**config.mk**
```make
export PLATFORM = sky130hd
export DESIGN_NAME = clock_measure
export DESIGN_NICKNAME = d
export VERILOG_FILES = /design/src/rtl/clock_measure.sv
export SDC_FILE = /design/constraint.sdc
export NUM_CORES = 1
export LEC_CHECK = 0
export ABC_AREA = 1
export CAP_MARGIN = 20
export CELL_PAD_IN_SITES_DETAIL_PLACEMENT = 1
export CELL_PAD_IN_SITES_GLOBAL_PLACEMENT = 1
export CORE_MARGIN = 2
export CORE_UTILIZATION = 45
export DETAILED_ROUTE_END_ITERATION = 12
export DONT_BUFFER_PORTS = 1
export PLACE_DENSITY_LB_ADDON = 0.1
export SLEW_MARGIN = 0
export SYNTH_ARGS = -nofsm -noshare
export SYNTH_HDL_FRONTEND = slang
export SYNTH_SLANG_ARGS = --single-unit
```
**constraint.sdc**
```tcl
create_clock -name fast_clk -period 1.9 [get_ports fast_clk]
set_input_delay 0.095 -clock fast_clk [delete_from_list [all_inputs] [get_ports fast_clk]]
set_output_delay 0.095 -clock fast_clk [all_outputs]
set_load 0.01 [all_outputs]
```
**src/rtl/clock_measure.sv**
```systemverilog
// clock_measure: measures rise-to-rise period and rise-to-fall high time of an
// asynchronous clock/PWM input, in fast_clk cycles.
//
// Parameters:
//   WIDTH       - counter and result width; largest measurable period 2^WIDTH-1
//   SYNC_STAGES - synchronizer depth on sig_in (>= 2)
//   LOCK_COUNT  - identical consecutive measurements needed for locked (>= 1)
// Ports:
//   fast_clk   in   sampling clock, posedge
//   rst        in   synchronous active-high reset
//   enable     in   measurement enable
//   sig_in     in   signal under measurement (asynchronous)
//   period     out  last measured period
//   duty_cycle out  last measured high time
//   valid      out  one-cycle pulse when period/duty_cycle update
//   locked     out  last LOCK_COUNT measurements identical
//   overflow   out  no edge seen for 2^WIDTH-1 cycles
module clock_measure #(
    parameter int unsigned WIDTH       = 8,
    parameter int unsigned SYNC_STAGES = 2,
    parameter int unsigned LOCK_COUNT  = 2
) (
    input  logic             fast_clk,
    input  logic             rst,
    input  logic             enable,
    input  logic             sig_in,
    output logic [WIDTH-1:0] period,
    output logic [WIDTH-1:0] duty_cycle,
    output logic             valid,
    output logic             locked,
    output logic             overflow
);

    localparam int unsigned MW = $clog2(LOCK_COUNT + 1);
    localparam logic [WIDTH-1:0] CNT_MAX  = '1;
    localparam logic [MW-1:0]    LOCK_TGT = MW'(LOCK_COUNT);

    typedef enum logic [2:0] {
        ST_IDLE = 3'd0,
        ST_ARM  = 3'd1,
        ST_HIGH = 3'd2,
        ST_LOW  = 3'd3,
        ST_OVF  = 3'd4
    } state_t;

    logic [SYNC_STAGES-1:0] sync_q;
    logic                   s;
    logic                   s_d;
    logic                   rise;
    logic                   fall;

    state_t           state, state_n;
    logic [WIDTH-1:0] cnt, cnt_n;
    logic [WIDTH-1:0] hi_len, hi_len_n;
    logic [WIDTH-1:0] period_n, duty_n;
    logic [MW-1:0]    match, match_n;
    logic             valid_n, locked_n, overflow_n;

    // Synchronizer and edge-history flops; these run regardless of enable.
    always_ff @(posedge fast_clk) begin
        if (rst) begin
            sync_q <= '0;
            s_d    <= 1'b0;
        end else begin
            sync_q <= {sync_q[SYNC_STAGES-2:0], sig_in};
            s_d    <= s;
        end
    end

    assign s    = sync_q[SYNC_STAGES-1];
    assign rise = s & ~s_d;
    assign fall = ~s & s_d;

    // State and registered outputs.
    always_ff @(posedge fast_clk) begin
        if (rst) begin
            state      <= ST_IDLE;
            cnt        <= '0;
            hi_len     <= '0;
            period     <= '0;
            duty_cycle <= '0;
            match      <= '0;
            valid      <= 1'b0;
            locked     <= 1'b0;
            overflow   <= 1'b0;
        end else begin
            state      <= state_n;
            cnt        <= cnt_n;
            hi_len     <= hi_len_n;
            period     <= period_n;
            duty_cycle <= duty_n;
            match      <= match_n;
            valid      <= valid_n;
            locked     <= locked_n;
            overflow   <= overflow_n;
        end
    end

    // Next-state, counter, measurement and lock tracking.
    always_comb begin
        state_n    = state;
        cnt_n      = cnt;
        hi_len_n   = hi_len;
        period_n   = period;
        duty_n     = duty_cycle;
        match_n    = match;
        valid_n    = 1'b0;
        locked_n   = locked;
        overflow_n = 1'b0;

        if (!enable) begin
            state_n  = ST_IDLE;
            cnt_n    = '0;
            match_n  = '0;
            locked_n = 1'b0;
        end else begin
            case (state)
                ST_IDLE: begin
                    state_n = ST_ARM;
                    cnt_n   = '0;
                end
                ST_ARM: begin
                    // First rise only starts a measurement.
                    cnt_n = '0;
                    if (rise) begin
                        state_n = ST_HIGH;
                        cnt_n   = WIDTH'(1);
                    end
                end
                ST_HIGH: begin
                    cnt_n = cnt + WIDTH'(1);
                    if (fall) begin
                        hi_len_n = cnt;
                        state_n  = ST_LOW;
                    end else if (cnt == CNT_MAX) begin
                        state_n = ST_OVF;
                    end
                end
                ST_LOW: begin
                    cnt_n = cnt + WIDTH'(1);
                    if (rise) begin
                        cnt_n    = WIDTH'(1);
                        period_n = cnt;
                        duty_n   = hi_len;
                        valid_n  = 1'b1;
                        state_n  = ST_HIGH;
                        // match == 0 marks "no previous measurement to compare".
                        if (match == '0) begin
                            match_n = MW'(1);
                        end else if ((cnt == period) && (hi_len == duty_cycle)) begin
                            match_n = (match >= LOCK_TGT) ? LOCK_TGT : match + MW'(1);
                        end else begin
                            match_n = MW'(1);
                        end
                        locked_n = (match_n >= LOCK_TGT);
                    end else if (cnt == CNT_MAX) begin
                        state_n = ST_OVF;
                    end
                end
                ST_OVF: begin
                    if (rise) begin
                        state_n = ST_HIGH;
                        cnt_n   = WIDTH'(1);
                    end
                end
                default: begin
                    state_n = ST_IDLE;
                    cnt_n   = '0;
                end
            endcase
        end

        // Overflow drops lock immediately and forgets the last measurement.
        if (state_n == ST_OVF) begin
            overflow_n = 1'b1;
            match_n    = '0;
            locked_n   = 1'b0;
        end
    end

endmodule

```
==> metrics.md <==
| Metric | Value |
|---|---|
| Critical-path top delay cell | `dfxtp_1` |
| FILL cells | `644` |
| CTS tree | `yes` |
| CTS Buffer Depth | `2` |
| CTS Buf Count | `5` |
| Mapped Area | `2280 um2` |
| Initial core utilization | `0.476` |
| Pleak | `1.02 nW` |
| Hold-fix buffers, CTS | `3` |
| Hold Crit Class | `in -> reg` |
| Post-DRT Antenna Nets | `0` |
| Port Buffers | `0` |
| Met2 usage | `0.409` |
| Slew Limit Fails | `0` |
| First-pass GRT wire length | `10300 um` |
| Critical path required time | `2.08 ns` |
| Post-synth top flop | `dfxtp_1` |
| Placement-stage worst setup slack | `0.326 ns` |
| Count of cell types in the netlist | `33` |
| Async SR Flop Fraction | `0` |
| Detailed Route Iter0 Violations | `86` |
| Sequential share of the synthesized area | `0.378` |
| Final Critical Period | `1.62 ns` |
| Rel. slew slack | `0.624` |
| CP cell instances | `inv_2 -> nand3_2 -> nor2_4 -> nand2_4 -> o21ai_1 -> a21oi_2` |
| DIE HEIGHT | `75.1 um` |
| Met3 GRT Util | `0.0482` |
| Final Skew | `0.00451 ns` |
| Gate Count Post-Synth | `327` |
| Drt pass-1 iters | `4` |
| Fmax | `617 MHz` |
| Routed vias/inst | `5.12` |
| End-of-flow core utilization | `0.519` |
| Clk sinks | `43` |
| Cts repair resizes | `0` |
| Commonest cells after routing, fill and taps aside | `nand2_1, inv_1, dfxtp_1` |
| GRT Total Usage | `0.245` |
| Ratio of cells with drive above 1 in the final layout | `0.153` |
| Gr busiest metal | `met2` |
| Post-synth EDFFs | `0` |
| Setup TNS | `0 ns` |
| Setup violators final | `0` |
| # DRC | `0` |
| Worst EP arrival | `1.80 ns` |
| Maximum vdd drop | `0.402 mV` |
| Worst-Skew Late Latency | `0.30 ns` |
| GP Congestion | `0.802` |
| Hpwl dp | `4740 um` |
| PnR worst setup slack | `0.280 ns` |
| Total routed wirelength | `6180 um` |
| CP Class | `reg -> reg` |
| DIE AREA | `5640 um2` |
| Largest net degree at the start of global routing | `33` |
| Final Hold Vio Count | `0` |
| Ports | `23` |
| Num rows | `25` |
| Root Driver | `clkbuf_8` |
| Period utilization | `0.853` |
| Crit path largest cell delay | `0.42 ns` |
| Max-cap viol count | `0` |
| Antenna violations before repair | `0` |
| CP max FO | `32` |
| GR Util met1 | `0.331` |
| Crit start category | `register` |
| GRT Residual Overflow | `0` |
| Vias in the first global route | `2127` |
| Final Net Count | `337` |
| Vias | `2049` |
| Die Wd | `75.1 um` |
| Ys Warns | `0` |
| Post-CTS Setup Bufs | `0` |
| Avg Cell Area, Syn | `6.96 um2` |
| Seq cells post-synth | `43` |
| Clock transition at path regs | `0.09 ns` |
| Status | `completed` |
| Commonest non-fill, non-tap cell in the layout | `nand2_1` |
| Area grow syn2layout | `9.18%` |
| Routed len/inst | `15.5 um` |
| ANT cells | `0` |
| H-Tree Level Count | `2` |
| Power Dens Cells | `737 nW/um2` |
| RSZ-0062 raised after global routing | `no` |
| Worst-Margin Slew | `0.564 ns` |
| Syn_nets | `332` |
| Core outline area | `4790 um2` |
| Critical path endpoint category | `register` |
==> cell usage after synthesis (4+ instances only) <==
library cell / instances / share of area
a21oi_1: 20 / 0.044
a21oi_2: 14 / 0.054
dfxtp_1: 43 / 0.38
inv_1: 49 / 0.081
nand2_1: 81 / 0.13
nand2_2: 4 / 0.011
nand3_1: 10 / 0.022
nor2_1: 38 / 0.063
o21ai_0: 13 / 0.029
o21ai_1: 13 / 0.029
o21ai_2: 6 / 0.023
==> registers in the layout, indices dropped and copies added, names as in the netlist, 2 cells and up <==
signal / count
cnt: 8
duty_cycle: 8
hi_len: 8
match: 2
period: 8
state: 3
sync_q: 2
==> cell families after synthesis <==
| group | Yosys count | synth area share |
|---|---|---|
| AND/OR/NAND/NOR | 149 | 0.294 |
| buffers and inverters | 60 | 0.114 |
| flip-flops | 43 | 0.378 |
| AO/OA/AOI/OAI | 73 | 0.205 |
| XOR/XNOR | 1 | 0.00385 |
| adder cells (fa/ha/maj) | 1 | 0.00550 |
==> worst paths after layout <==
path / startpoint / endpoint / slack [ns] / depth (start not counted)
setup / recovery: state[2] / period[2] / 0.28 / 6
hold / removal: rst / cnt[0] / 0.01 / 3
setup reg to reg: state[2] / period[2] / 0.28 / 6
hold reg to reg: sync_q[0] / sync_q[1] / 0.43 / 2
==> layer usage <==
metal,vias to the layer above,part of all wire
met5,-,0
met4,0,0.0040
met3,2,0.032
met2,26,0.48
met1,985,0.49
li1,1036,-
==> where the power goes <==
| part | total [mW] | internal, mW | switching [mW] |
|---|---|---|---|
| Combinational | 0.0592 | 0.0206 | 0.0386 |
| Clock | 0.863 | 0.526 | 0.337 |
| Sequential | 0.910 | 0.905 | 0.00545 |
| Total | 1.83 | 1.45 | 0.381 |
==> cell type report <==
type                       instances  area (um2)  area share
clock buffer                       6        72.6      0.0292
clock inverter                     2        60.1      0.0242
inverter                          52         200      0.0806
multi-input combinational        224        1150       0.465
sequential                        43         861       0.346
tap                               67        83.8      0.0337
timing repair buffer               6        52.6      0.0211
==> critical path: cells and delay by family (launching register included) <==
family / cells / cell delay [ns]
AOI/OAI and AO/OA: 2 / 0.32
buffers and inverters: 1 / 0.14
DFF: 1 / 0.42
and+or+nand+nor: 3 / 0.60
==> through the flow <==
stage / area (um2) / power, mW / cells / hold slack, ns
5_1_grt: 2480 / 1.89 / 400 / 0.0270
6_report: 2480 / 1.83 / 400 / 0.0120
3_5_place_dp: 2320 / 0.983 / 389 / 0.171
2_1_floorplan: 2280 / 0.974 / 327 / 0.202
4_1_cts: 2480 / 1.84 / 400 / 0.0114
3_3_place_gp: 2320 / 0.981 / 389 / 0.167
Note: power is estimated with default switching activity, not from simulation.
